## src/rtl/seg7_scroll_scan_if.sv

```systemverilog
// Signal bundle between the switch/register side and the 7-segment display block.
// The master drives the message and scroll controls; the slave (the display
// block) returns the segment/anode pins and the current rotation index.
// When SEG7_DIM_EN is defined the bundle also carries the dim[1:0] brightness input.
interface seg7_scroll_scan_if #(
   parameter int NUM_DIGITS = 4,
   parameter int MSG_LEN    = 4
);
   localparam int PW = $clog2(MSG_LEN);

   logic [4*MSG_LEN-1:0]  msg;
   logic [PW-1:0]         offset;
   logic                  mode;
   logic                  dir;
   logic                  pause;
`ifdef SEG7_DIM_EN
   logic [1:0]            dim;
`endif
   logic [6:0]            SEG7;
   logic [NUM_DIGITS-1:0] AN;
   logic [PW-1:0]         pos;

`ifdef SEG7_DIM_EN
   modport master (output msg, offset, mode, dir, pause, dim, input SEG7, AN, pos);
   modport slave  (input msg, offset, mode, dir, pause, dim, output SEG7, AN, pos);
`else
   modport master (output msg, offset, mode, dir, pause, input SEG7, AN, pos);
   modport slave  (input msg, offset, mode, dir, pause, output SEG7, AN, pos);
`endif
endinterface

```

## src/rtl/seg7_scroll_scan.sv

```systemverilog
// Time-multiplexed 7-segment message display with static or automatic rotation.
// Digit k (AN[k], k=0 leftmost) shows message char (pos+k) mod MSG_LEN.
// pos comes from a static offset (mode=0) or a pausable scroll (mode=1).
// Optional feature macro: SEG7_DIM_EN adds dim[1:0], shortening the portion
// of each digit slot during which the anode is enabled.
module seg7_scroll_scan #(
   parameter int NUM_DIGITS = 4,
   parameter int MSG_LEN    = 4,
   parameter int SCAN_DIV   = 50000,
   parameter int SCROLL_DIV = 25000000
) (
   input  logic                 Clock,
   input  logic                 Resetn,
   seg7_scroll_scan_if.slave    bus
);
   localparam int PW  = $clog2(MSG_LEN);
   localparam int DW  = (NUM_DIGITS > 1) ? $clog2(NUM_DIGITS) : 1;
   localparam int SCW = $clog2(SCAN_DIV);
   localparam int RCW = $clog2(SCROLL_DIV);
   localparam int SW  = PW + DW + 1;

   localparam logic [SCW-1:0] SCAN_LAST   = SCW'(SCAN_DIV - 1);
   localparam logic [RCW-1:0] SCROLL_LAST = RCW'(SCROLL_DIV - 1);
   localparam logic [DW-1:0]  DIG_LAST    = DW'(NUM_DIGITS - 1);
   localparam logic [PW-1:0]  POS_LAST    = PW'(MSG_LEN - 1);
   localparam logic [PW:0]    OFF_LIMIT   = (PW + 1)'(MSG_LEN);
   localparam logic [SW-1:0]  MSG_LEN_W   = SW'(MSG_LEN);

   typedef enum logic [1:0] {
      ST_STATIC = 2'd0,
      ST_SCROLL = 2'd1,
      ST_HOLD   = 2'd2
   } state_t;

   state_t                state_q, state_d;
   logic [PW-1:0]         pos_q, pos_d;
   logic [RCW-1:0]        scroll_cnt_q, scroll_cnt_d;
   logic [SCW-1:0]        scan_cnt;
   logic [DW-1:0]         digit_sel;
   logic [6:0]            seg_q;
   logic [NUM_DIGITS-1:0] an_q, an_d;
   logic [SW-1:0]         char_sum, char_idx;
   logic [3:0]            char_code;
   logic [PW-1:0]         offset_safe, pos_step;

   // Active-low segment patterns, bit order gfedcba.
   function automatic logic [6:0] seg7_decode(input logic [3:0] code);
      case (code)
         4'h0: seg7_decode = 7'h40;
         4'h1: seg7_decode = 7'h79;
         4'h2: seg7_decode = 7'h24;
         4'h3: seg7_decode = 7'h30;
         4'h4: seg7_decode = 7'h19;
         4'h5: seg7_decode = 7'h12;
         4'h6: seg7_decode = 7'h02;
         4'h7: seg7_decode = 7'h78;
         4'h8: seg7_decode = 7'h00;
         4'h9: seg7_decode = 7'h10;
         4'hA: seg7_decode = 7'h08;
         4'hB: seg7_decode = 7'h03;
         4'hC: seg7_decode = 7'h46;
         4'hD: seg7_decode = 7'h21;
         4'hE: seg7_decode = 7'h06;
         default: seg7_decode = 7'h0E;
      endcase
   endfunction

   // Digit slot timer: advances digit_sel once per SCAN_DIV clocks, in every state.
   always_ff @(posedge Clock or negedge Resetn) begin
      if (!Resetn) begin
         scan_cnt  <= '0;
         digit_sel <= '0;
      end else if (scan_cnt == SCAN_LAST) begin
         // NOTE: state registers use non-blocking assignments so every flop samples pre-edge values.
         scan_cnt  <= '0;
         digit_sel <= (digit_sel == DIG_LAST) ? '0 : digit_sel + 1'b1;
      end else begin
         scan_cnt <= scan_cnt + 1'b1;
      end
   end

   // Character shown on the currently selected digit, plus the anode pattern for it.
   always_comb begin
      // NOTE: every combinational output gets a default first, so no path can infer a latch.
      char_sum  = SW'(pos_q) + SW'(digit_sel);
      char_idx  = char_sum % MSG_LEN_W;
      char_code = bus.msg[{char_idx, 2'b00} +: 4];
      an_d      = ~(NUM_DIGITS'(1) << digit_sel);
`ifdef SEG7_DIM_EN
      if ((32'(scan_cnt) << 2) >= ((32'(bus.dim) + 32'd1) * 32'(SCAN_DIV) & ~32'd3))
         an_d = '1;
`endif
   end

   // Output pins: anodes and segments update together one clock after the selection.
   always_ff @(posedge Clock or negedge Resetn) begin
      if (!Resetn) begin
         seg_q <= 7'h7F;
         an_q  <= '1;
      end else begin
         seg_q <= seg7_decode(char_code);
         an_q  <= an_d;
      end
   end

   // Rotation candidates: validated static offset and one scroll step in the chosen direction.
   always_comb begin
      offset_safe = ({1'b0, bus.offset} < OFF_LIMIT) ? bus.offset : '0;
      if (bus.dir)
         pos_step = (pos_q == '0) ? POS_LAST : pos_q - 1'b1;
      else
         pos_step = (pos_q == POS_LAST) ? '0 : pos_q + 1'b1;
   end

   // Rotation FSM next state: mode wins over pause; HOLD freezes both pos and the scroll count.
   always_comb begin
      state_d      = state_q;
      pos_d        = pos_q;
      scroll_cnt_d = scroll_cnt_q;
      case (state_q)
         ST_STATIC: begin
            scroll_cnt_d = '0;
            if (bus.mode) state_d = ST_SCROLL;
            else          pos_d   = offset_safe;
         end
         ST_SCROLL: begin
            if (!bus.mode) begin
               state_d      = ST_STATIC;
               pos_d        = offset_safe;
               scroll_cnt_d = '0;
            end else if (bus.pause) begin
               state_d = ST_HOLD;
            end else if (scroll_cnt_q == SCROLL_LAST) begin
               scroll_cnt_d = '0;
               pos_d        = pos_step;
            end else begin
               scroll_cnt_d = scroll_cnt_q + 1'b1;
            end
         end
         ST_HOLD: begin
            if (!bus.mode) begin
               state_d      = ST_STATIC;
               pos_d        = offset_safe;
               scroll_cnt_d = '0;
            end else if (!bus.pause) begin
               state_d = ST_SCROLL;
            end
         end
         default: begin
            state_d      = ST_STATIC;
            pos_d        = '0;
            scroll_cnt_d = '0;
         end
      endcase
   end

   // Rotation FSM state register.
   always_ff @(posedge Clock or negedge Resetn) begin
      if (!Resetn) begin
         state_q      <= ST_STATIC;
         pos_q        <= '0;
         scroll_cnt_q <= '0;
      end else begin
         state_q      <= state_d;
         pos_q        <= pos_d;
         scroll_cnt_q <= scroll_cnt_d;
      end
   end

   assign bus.SEG7 = seg_q;
   assign bus.AN   = an_q;
   assign bus.pos  = pos_q;
endmodule

```

## src/flat_wrapper.sv

```systemverilog
// flat-port wrapper written by rule: the top's interface ports become plain ports
module seg7_scroll_scan_flat 
#(
   parameter int NUM_DIGITS = 4,
   parameter int MSG_LEN    = 4,
   parameter int SCAN_DIV   = 50000,
   parameter int SCROLL_DIV = 25000000
)
  (Clock, Resetn, bus_msg, bus_offset, bus_mode, bus_dir, bus_pause, bus_SEG7, bus_AN, bus_pos);
  seg7_scroll_scan_if #(.NUM_DIGITS(NUM_DIGITS), .MSG_LEN(MSG_LEN)) bus_i ();
  input  logic Clock;
  input  logic Resetn;
  input wire logic [$bits(bus_i.msg)-1:0] bus_msg;
  input wire logic [$bits(bus_i.offset)-1:0] bus_offset;
  input wire logic [$bits(bus_i.mode)-1:0] bus_mode;
  input wire logic [$bits(bus_i.dir)-1:0] bus_dir;
  input wire logic [$bits(bus_i.pause)-1:0] bus_pause;
  output wire logic [$bits(bus_i.SEG7)-1:0] bus_SEG7;
  output wire logic [$bits(bus_i.AN)-1:0] bus_AN;
  output wire logic [$bits(bus_i.pos)-1:0] bus_pos;
  assign bus_i.msg = bus_msg;
  assign bus_i.offset = bus_offset;
  assign bus_i.mode = bus_mode;
  assign bus_i.dir = bus_dir;
  assign bus_i.pause = bus_pause;
  assign bus_SEG7 = bus_i.SEG7;
  assign bus_AN = bus_i.AN;
  assign bus_pos = bus_i.pos;
  seg7_scroll_scan #(.NUM_DIGITS(NUM_DIGITS), .MSG_LEN(MSG_LEN), .SCAN_DIV(SCAN_DIV), .SCROLL_DIV(SCROLL_DIV)) u_core (.Clock(Clock), .Resetn(Resetn), .bus(bus_i));
endmodule
```

## config.mk

```make
export PLATFORM = sky130hd
export DESIGN_NAME = seg7_scroll_scan_flat
export DESIGN_NICKNAME = d
export VERILOG_FILES = /design/src/rtl/seg7_scroll_scan_if.sv /design/src/rtl/seg7_scroll_scan.sv /design/src/flat_wrapper.sv
export SDC_FILE = /design/constraint.sdc
export NUM_CORES = 1
export LEC_CHECK = 0
export ABC_CLOCK_PERIOD_IN_PS = 2700
export BUFFER_PORTS_ARGS = -buffer_cell sky130_fd_sc_hd__buf_2
export CAP_MARGIN = 25
export CORE_UTILIZATION = 55
export CTS_BUF_LIST = sky130_fd_sc_hd__clkbuf_8
export CTS_CLUSTER_DIAMETER = 30
export CTS_CLUSTER_SIZE = 8
export DETAILED_ROUTE_END_ITERATION = 7
export PLACE_DENSITY = 0.87
export RECOVER_POWER = 50
export SKIP_LAST_GASP = 1
export SLEW_MARGIN = 0
export SYNTH_ARGS = -nofsm -noshare
export SYNTH_HDL_FRONTEND = slang
export SYNTH_SLANG_ARGS = --single-unit
```

## constraint.sdc

```tcl
create_clock -name Clock -period 2.7 [get_ports Clock]
set_input_delay 0.54 -clock Clock [delete_from_list [all_inputs] [get_ports Clock]]
set_output_delay 0.54 -clock Clock [all_outputs]
set_load 0.05 [all_outputs]
```

### Yosys cells after proc, flatten, opt, wreduce, memory -nomap -nowiden

Memory sizes are Yosys's and may differ from the RTL's. A register that Yosys moved wholly into a read port is not among the register bits.
Cells that the tools add are included.
Widths: inputs -> output; s select.

| operators by class | value |
|---|---|
| add/sub/neg operators | 6 |
| equality and inequality tests | 13 |
| shift-type cells | 2 |
| multiplexer cells | 21 |
| bitwise operators | 1 |
| reduce and logical (&&, ||, !) cells | 7 |

Operator list:

| operator | count |
|---|---|
| $mux 25 | 4 |
| $pmux 25 s2 | 1 |
| $mux 2 | 13 |
| $add 25x1->25 const B | 1 |
| $eq 25x25->1 const B | 1 |
| $add 16x1->16 const B | 1 |
| $eq 16x16->1 const B | 1 |
| $mux 16 | 1 |
| $shiftx 16x5->4 | 1 |
| $ne 3x3->1 const B | 3 |
| $eq 2x2->1 const B | 3 |
| $ne 2x2->1 const B | 3 |
| $pmux 2 s3 | 1 |
| $reduce_and 3->1 | 2 |
| $add 2x1->2 const B | 2 |
| $logic_not 2->1 | 2 |
| $not 4->4 | 1 |
| $pmux 2 s2 | 1 |
| $shl 1x2->4 const A | 1 |
| $ne 3x2->1 const B | 1 |
| $add 2x2->2 | 1 |
| $eq 2x1->1 const B | 1 |
| $reduce_and 2->1 | 1 |
| $reduce_or 2->1 | 1 |
| other kinds (2) | 2 |

| storage, ports and cells | value |
|---|---|
| register bits after elaboration | 51 |
| memory bits (read-only) | 112 |
| input bits | 23 |
| output and inout bits | 13 |
| word-level logic and storage cells | 57 |
| memories | 1 |

Memories:

| name | depth | width | read ports | clocked after memory_dff | write ports | RTL line | RTL |
|---|---|---|---|---|---|---|---|
| (no name shown) | 16 | 7 | 1 | 1 | 0 | seg7_scroll_scan.sv:48 | `case (code)` |

### Logic depth before layout (Yosys ltp)

Gate-level depths: netlist of the first run.

| depth | value |
|---|---|
| depth in word-level cells | 7 |
| depth in mapped cells | 9 |
| depth with buffers taken out | 9 |

### Worst setup path after synthesis of the first run

Ideal clock, no wire load.

| timing path | value |
|---|---|
| path kind | register -> register |
| start point | register u_core.pos_q[0] (netlist: u_core.bus.pos[0]) |
| end point | register u_core.seg_q[3] (netlist: u_core.bus.SEG7[3]) |
| setup time | 77 ps |
| data arrival time | 2,323 ps |
| required time | 2,623 ps |
| setup slack | 300 ps |
| cell stages (with the launch flop) | 8 |
| path buffers | 0 |
| period minus slack after synthesis | 2,400 ps |
| cells stage by stage | dfrtp_1 > ha_1 > mux4_2 > inv_1 > ha_1 > mux2i_1 > nor2_1 > a31oi_1 |

| between the ends | value |
|---|---|
| longest elaborated chain between the ends | 2 |

Ends and longest elaborated chain:

| item | RTL line | RTL |
|---|---|---|
| start: declaration | seg7_scroll_scan.sv:36 | `logic [PW-1:0] pos_q, pos_d;` |
| start signal: assignment | seg7_scroll_scan.sv:165 | `pos_q <= pos_d;` |
| $add 2x2->2 | seg7_scroll_scan.sv:85 | `char_sum = SW'(pos_q) + SW'(digit_sel);` |
| $shiftx 16x5->4 | seg7_scroll_scan.sv:87 | `char_code = bus.msg[{char_idx, 2'b00} +: 4];` |
| end: declaration | seg7_scroll_scan.sv:40 | `logic [6:0] seg_q;` |

No other way between the ends.
A chain may end at the register's enable or synchronous reset.

### Worst setup path in the final report of the first run

| timing path | value |
|---|---|
| start point | register u_core.scroll_cnt_q[7] |
| end point | register u_core.scroll_cnt_q[14] |

| between the ends | value |
|---|---|
| longest elaborated chain between the ends | 5 |
| elaborated cells between the ends (all ways) | 6 |
| classes of those cells | 1 x add/sub; 1 x eq/ne; 4 x mux |

Ends and longest elaborated chain:

| item | RTL line | RTL |
|---|---|---|
| start: declaration | seg7_scroll_scan.sv:37 | `logic [RCW-1:0] scroll_cnt_q, scroll_cnt_d;` |
| start signal: assignment | seg7_scroll_scan.sv:166 | `scroll_cnt_q <= scroll_cnt_d;` |
| $add 25x1->25 / $eq 25x25->1 (equally long branches) | seg7_scroll_scan.sv:137, seg7_scroll_scan.sv:133 |  |
| $mux 25 * | seg7_scroll_scan.sv:133 | `end else if (scroll_cnt_q == SCROLL_LAST) begin` |
| $mux 25 * | seg7_scroll_scan.sv:131 | `end else if (bus.pause) begin` |
| $mux 25 * | seg7_scroll_scan.sv:127 | `if (!bus.mode) begin` |
| $pmux 25 s2 * | seg7_scroll_scan.sv:120 | `case (state_q)` |

Mark *: on every way between the ends. The rest lies on a longest branch, timed or not. The select of a mux whose other input is x is not followed.

==> results.py, run 1 <==
metrics = {
    "status": {
        "status": "complete, no violations",
    },
    "grt": {
        "grt_max_degree": 59,
        "overflow": 0,
        "grt_usage_pct": 24.6,
        "grt_pass1_vias": 2589,
        "grt_pass1_wl_um": 11500,
        "antenna_found_initial": 0,
    },
    "placement": {
        "gp_congestion": 0.933,
        "place_hpwl_um": 4650,
        "port_buffers": 35,
    },
    "synthesis": {
        "synth.distinct_cells": 48,
        "synth_top_area_share_pct": 37.0,
        "synth_seq_area_share_pct": 46.1,
        "ys.flop_type": "dfrtp_1",
        "synth_compound_area_share_pct": 11.2,
        "syn-num-nets": 361,
        "syn_inst": 323,
        "muxShareOfSynthArea_pct": 4.14,
        "synth.area.top_cells": "dfrtp_1 37%, dfstp_2 9.1%, ha_1 5.9%",
        "synth_xor_area_share_pct": 7.60,
        "synth_top_family_by_area": "simple AND/OR/NAND/NOR gates",
        "synth_area_mm2": 0.00318,
        "yosysTopAreaCell": "dfrtp_1",
        "synthAdderAreaFrac_pct": 5.91,
        "ys_ff_latch": 58,
        "syn_area_per_cell_um2": 9.84,
        "postSynth.asyncResetShare_pct": 100,
        "synth_edf_count": 0,
        "synthSimpleGateAreaFrac_pct": 21.7,
        "yosys_warnings": 0,
    },
    "critical_path": {
        "path_class": "reg2reg",
        "crit_buf_inv": 0,
        "startpoint_type": "flip-flop",
        "crit_path_end_kind": "flip-flop",
        "arrival_ns": 2.60,
        "cpLargestDelayFamily": "simple AND/OR/NAND/NOR gates",
        "cpPeakStageDelay_ns": 0.54,
        "worstPathCellList": "or4_1, or4_4, o21ba_1, nand2_1, o311ai_0",
        "cp.required_ns": 2.90,
        "slowest_stage": "or4_4",
        "cp_max_fo": 10,
    },
    "cells_and_area": {
        "drive_gt1_share_pct": 21.3,
        "finalNetCount": 408,
        "syn2layout_area_growth_pct": 16.5,
        "n_antenna_cell": 0,
        "fill_cells": 425,
    },
    "clock_tree": {
        "root_buffer": "clkbuf_8",
        "cts_tree": "built",
        "cts_buffer_depth": 2,
        "holdBufCountCts": 0,
        "htreeDepth": 3,
        "cts_buffers": 9,
        "cts.clk_slew.worst_paths_ns": 0.07,
        "cts-resized-gates": 0,
        "clk_latency_ns": 0.35,
        "cts_setup_buffers": 0,
        "cts.sinks": 58,
    },
    "sta": {
        "max_freq_mhz": 416,
        "fin_crit_sh_pct": 89.0,
        "finalSetupViolCount": 0,
        "period_needed_ns": 2.40,
        "hold_violations": 0,
        "slew_headroom_pct": 10.0,
        "tightest_slew_ns": 1.35,
        "rsz0062_at_grt": "no",
        "setup_tns_ns": 0,
        "fin_worst_skew_ns": 0.00794,
        "drv_slew": 0,
    },
    "power_and_ir_drop": {
        "p_per_area_mw_per_mm2": 680,
        "leakage_uw": 0.00167,
        "ir_drop_uv": 730,
        "power_uw": 2520,
    },
    "floorplan": {
        "die_area_mm2": 0.00608,
        "fp.dieW_um": 78,
        "num_rows": 27,
        "coreArea_mm2": 0.00554,
        "die_h_um": 78,
        "boundaryPins": 36,
        "start_util_pct": 57.3,
    },
    "route": {
        "via_per_inst": 5.75,
        "drt-total-wl_um": 6560,
        "ant_nets": 0,
        "vias": 2569,
        "dr.pass1.iters": 4,
        "first_iter_violations": 209,
        "avgRoutedWirePerCell_um": 14.7,
        "drc": 0,
    },
    "run": {
        "max-cap-violations": 0,
    },
    "worst_hold_path": {
        "hp-class": "in2reg",
    },
}
==> metal layers <==
layer  vias to the layer above  track usage (%)  wire length, um
met1                      1232             30.4             2800
met2                        92             40.1             3240
met4                         0             12.4              159
li1                       1232                -                -
met3                        13             6.00              356
met5                         -                0                0
==> layout by cell type (no fill, tap or decap), types with 2 or more instances in the layout <==
master	synthesis	routed
clkbuf_8	0	12
nor3_1	4	4
a21oi_1	11	11
a22oi_1	2	2
and3_1	6	6
nand3_1	19	19
buf_2	0	35
nand4_1	13	13
o21a_1	3	3
xor2_1	15	15
bufinv_16	0	2
a22o_1	5	5
o31ai_1	3	3
nor2b_1	6	6
dfstp_2	11	11
nor2_1	34	34
nand3b_1	2	2
a21boi_0	2	2
nor4_1	4	4
o2bb2ai_1	3	3
mux4_2	4	4
xnor2_1	10	10
nand2_1	26	26
ha_1	15	15
or4_1	4	4
and2_1	3	3
inv_1	20	20
o21ai_0	20	20
buf_4	0	6
mux2i_1	3	3
dfrtp_1	47	47
or2_2	3	3
nor4b_1	3	3
==> worst paths after layout <==
kind	from	to	slack [ns]	cells past startpoint
max	u_core.scroll_cnt_q[7]$_DFFE_PN0P_	u_core.scroll_cnt_q[14]$_DFFE_PN0P_	0.30	5
min	bus_mode	u_core.state_q[0]$_DFFE_PN0P_	0.47	2
max reg2reg	u_core.scroll_cnt_q[7]$_DFFE_PN0P_	u_core.scroll_cnt_q[14]$_DFFE_PN0P_	0.30	5
min reg2reg	u_core.scan_cnt[13]$_DFF_PN0_	u_core.scan_cnt[13]$_DFF_PN0_	0.50	1
max in group asynchronous	Resetn	u_core.scan_cnt[6]$_DFF_PN0_	1.31	2
min in group asynchronous	Resetn	u_core.scroll_cnt_q[14]$_DFFE_PN0P_	0.58	2
==> metrics by stage <==
step	setup slack (ns)	instances	util [%]	cell area, um2	hold WS [ns]
after floorplan	0.300	323	-	3180	0.244
after global placement	0.429	431	62.5	3460	0.475
after detailed placement	0.338	431	62.5	3460	0.492
after CTS	0.317	447	66.8	3700	0.358
after global routing	0.166	447	66.8	3700	0.473
final	0.296	447	66.8	3700	0.469
==> cell usage after synthesis, types with 2 or more instances <==
master,instances
o31ai_1,3
mux4_2,4
nor2_1,34
and2_1,3
a21boi_0,2
nor4_1,4
a22oi_1,2
o21a_1,3
o21ai_0,20
nand4_1,13
dfstp_2,11
nor4b_1,3
ha_1,15
nand3_1,19
mux2i_1,3
xnor2_1,10
inv_1,20
a22o_1,5
nand3b_1,2
xor2_1,15
nor2b_1,6
nor3_1,4
nand2_1,26
dfrtp_1,47
o2bb2ai_1,3
and3_1,6
clkbuf_1,4
a21oi_1,11
or4_1,4
or2_2,3
==> area by class of cell <==
cell class	instances	area, um2	share of cell area [%]
repair buffers	42	225	6.09
clock buffers	12	165	4.46
inverters	20	75.1	2.03
clock inverters	4	72.6	1.96
multi-input cells	239	1610	43.4
well taps	72	90.1	2.43
flip-flops and latches	58	1470	39.6
==> logic make-up (layout without fill, tap and decap cells) <==
kind of cell    after synthesis  in the layout
buf+inv                      26             78
simple gates                134            134
xor+xnor                     26             26
flops                        58             58
fa+ha+maj                    15             15
compound gates               56             56
mux                           8              8
==> report_power, final <==
group          switching, uW  internal [uW]
clock network            346            593
registers               26.9            958
logic                    408            186
total                    781           1740
==> flip-flops by register name, indices dropped and copies added (netlist names) <==
register	flops
u_core.digit_sel	2
u_core.bus.AN	4
u_core.bus.SEG7	7
u_core.bus.pos	2
u_core.state_q	2
u_core.scroll_cnt_q	25
u_core.scan_cnt	16
No activity file was read; power rests on OpenSTA's default activity.
==> inputs of run 2 (changes only) <==
Settings changed: ABC_CLOCK_PERIOD_IN_PS 2700 to 1950, PLACE_DENSITY 0.87 to 0.9, RECOVER_POWER 50 to 25.
Clock period 2.7 ns to 1.95 ns, I/O delays scaled along.
==> run 2 against run 1 <==
Sequential cell count unchanged. Via count grew 31%. Clock-buffer cell count decreased by 1. Worst setup slack lost 0.59 ns. First-iteration DRC count increased to 2.8 times the previous value. Maximum frequency up 7.0%. Non-clock buffer count up 55. Sequential share of layout area shrank 6.4 points. Clock skew up 0.0075 ns. Wire length is 74% higher. Power rose by 62%. The flow now finishes with violations (setup timing). Cell count grew 13%.
==> results.py, run 2 (synthesized netlist as in run 1, its figures left out) <==
metrics = {
    "critical_path": {
        "cpMostUsedCell": "buf_4",
        "r2r-end": "u_core.bus.SEG7[2]$_DFF_PN1_",
        "reg2reg_depth": 9,
        "arrival_ns": 2.52,
        "startpoint_type": "flip-flop",
        "cp.required_ns": 2.22,
        "crit_path_end_kind": "flip-flop",
        "crit_start": "u_core.digit_sel[0]$_DFFE_PN0N_",
        "cpPeakStageDelay_ns": 0.59,
        "path_class": "reg2reg",
        "worstPathCellList": "ha_4, mux4_2, buf_4, buf_6, ha_4, inv_2, buf_4, buf_4, o2bb2ai_2",
        "cp_max_fo": 4,
        "slowest_stage": "mux4_2",
        "r2r_start": "u_core.digit_sel[0]$_DFFE_PN0N_",
        "setup.worst_path.end": "u_core.bus.SEG7[2]$_DFF_PN1_",
        "reg2reg_slack_ns": -0.30,
    },
    "placement": {
        "port_buffers": 35,
        "post-place-cells": 463,
        "place_hpwl_um": 5390,
        "gp_congestion": 0.951,
    },
    "power_and_ir_drop": {
        "leakage_uw": 0.00199,
        "p_per_area_mw_per_mm2": 924,
        "ir_drop_uv": 1020,
        "power_uw": 4080,
    },
    "route": {
        "drc": 0,
        "dr.pass1.iters": 6,
        "ant_nets": 0,
        "vias": 3358,
        "drt-total-wl_um": 11400,
        "first_iter_violations": 593,
        "avgRoutedWirePerCell_um": 22.6,
        "via_per_inst": 6.66,
    },
    "status": {
        "status": "finished, violations left",
        "violations": "setup timing",
    },
    "grt": {
        "overflow": 0,
        "antenna_found_initial": 0,
        "grt_pass1_wl_um": 14200,
        "grt_usage_pct": 31.0,
        "grt_max_degree": 59,
        "grt_pass1_vias": 2975,
    },
    "sta": {
        "drv_slew": 0,
        "finalWorstSetupSlack_ns": -0.297,
        "rsz0062_at_grt": "yes",
        "holdWs_ns": 0.350,
        "finalSetupViolCount": 44,
        "slew_headroom_pct": 4.83,
        "tightest_slew_ns": 1.43,
        "fin_worst_skew_ns": 0.0155,
        "hold_violations": 0,
        "max_freq_mhz": 445,
        "setup_tns_ns": -4.95,
        "period_needed_ns": 2.25,
        "fin_crit_sh_pct": 115,
    },
    "cells_and_area": {
        "top_register": "u_core.scroll_cnt_q",
        "fill_cells": 300,
        "n_antenna_cell": 0,
        "fin_util_pct": 79.7,
        "finalNetCount": 465,
        "final_cell_mix": "52 x buf_4, 45 x dfrtp_1, 35 x buf_2",
        "fin_cells": 504,
        "syn2layout_area_growth_pct": 39.0,
        "largest_register_ffs": 25,
        "drive_gt1_share_pct": 41.4,
        "final_common_cell": "buf_4",
    },
    "clock_tree": {
        "holdBufCountCts": 0,
        "cts_tree": "built",
        "cts.sinks": 58,
        "cts_buffer_depth": 2,
        "clk_latency_ns": 0.35,
        "root_buffer": "clkbuf_8",
        "cts.clk_slew.worst_paths_ns": 0.08,
        "htreeDepth": 3,
        "cts_buffers": 9,
    },
    "floorplan": {
        "num_rows": 27,
        "start_util_pct": 57.3,
        "die_h_um": 78,
        "boundaryPins": 36,
        "coreArea_mm2": 0.00554,
        "fp.dieW_um": 78,
        "die_area_mm2": 0.00608,
    },
    "run": {
        "max-cap-violations": 0,
    },
    "worst_hold_path": {
        "hp-class": "in2reg",
    },
}
## run 2: area by class of cell
cell class	count	area, um2	area share [%]
Multi-Input combinational cell	241	1870	42.3
Sequential cell	58	1470	33.2
Timing Repair Buffer	97	681	15.4
Clock buffer	11	151	3.43
Tap cell	72	90.1	2.04
Inverter	20	80.1	1.81
Clock inverter	5	77.6	1.76
## run 2: report_power, final
part / leakage, uW / switching, uW / internal (uW) / total [uW]
combinational: 0.00112 / 841 / 550 / 1390
sequential: 0.000748 / 49.4 / 1330 / 1380
clock: 0.000121 / 522 / 785 / 1310
total: 0.00199 / 1410 / 2670 / 4080
## run 2: per-stage QoR
| stage | setup WS (ns) | cell area (um2) |
|---|---|---|
| after detailed placement | -0.116 | 3810 |
| after floorplan | -0.185 | 3270 |
| after CTS | -0.151 | 4170 |
| after global placement | -0.0941 | 3810 |
| after global routing | -0.439 | 4410 |
| final | -0.297 | 4410 |
## run 2: worst max-delay path, delay by kind of cell, from the launching register on
kind	cells	cell delay (ns)
buf+inv	5	0.55
flops	1	0.44
mux	1	0.59
compound gates	1	0.12
fa+ha+maj	2	0.47
## run 2: worst min-delay path by stage
stage	startpoint	cells past startpoint	end
floorplan	Resetn	0	u_core.bus.pos[0]$_DFFE_PN0P_
global placement	Resetn	2	u_core.scroll_cnt_q[5]$_DFFE_PN0P_
detailed placement	Resetn	2	u_core.scroll_cnt_q[5]$_DFFE_PN0P_
CTS	Resetn	2	u_core.scroll_cnt_q[0]$_DFFE_PN0P_
global route	bus_mode	2	u_core.state_q[0]$_DFFE_PN0P_
finish	bus_mode	2	u_core.state_q[0]$_DFFE_PN0P_
## run 2: repair_timing
action                                  in CTS  in global routing
pin swaps                                   15                 19
gates resized for setup                     18                 36
endpoints found under the setup margin      30                 35
endpoints found under the hold margin        0                  0
cloned                                       2                  0
setup buffers                                8                 16
## run 2: per-layer routing
layer	wire [um]	track usage (%)	part of all wire, %	up-vias
met1	3930	36.0	35	1633
met4	768	13.9	6.7	0
met5	0	0	0	-
met2	5640	55.4	50	280
li1	-	-	-	1358
met3	1040	5.88	9.2	87
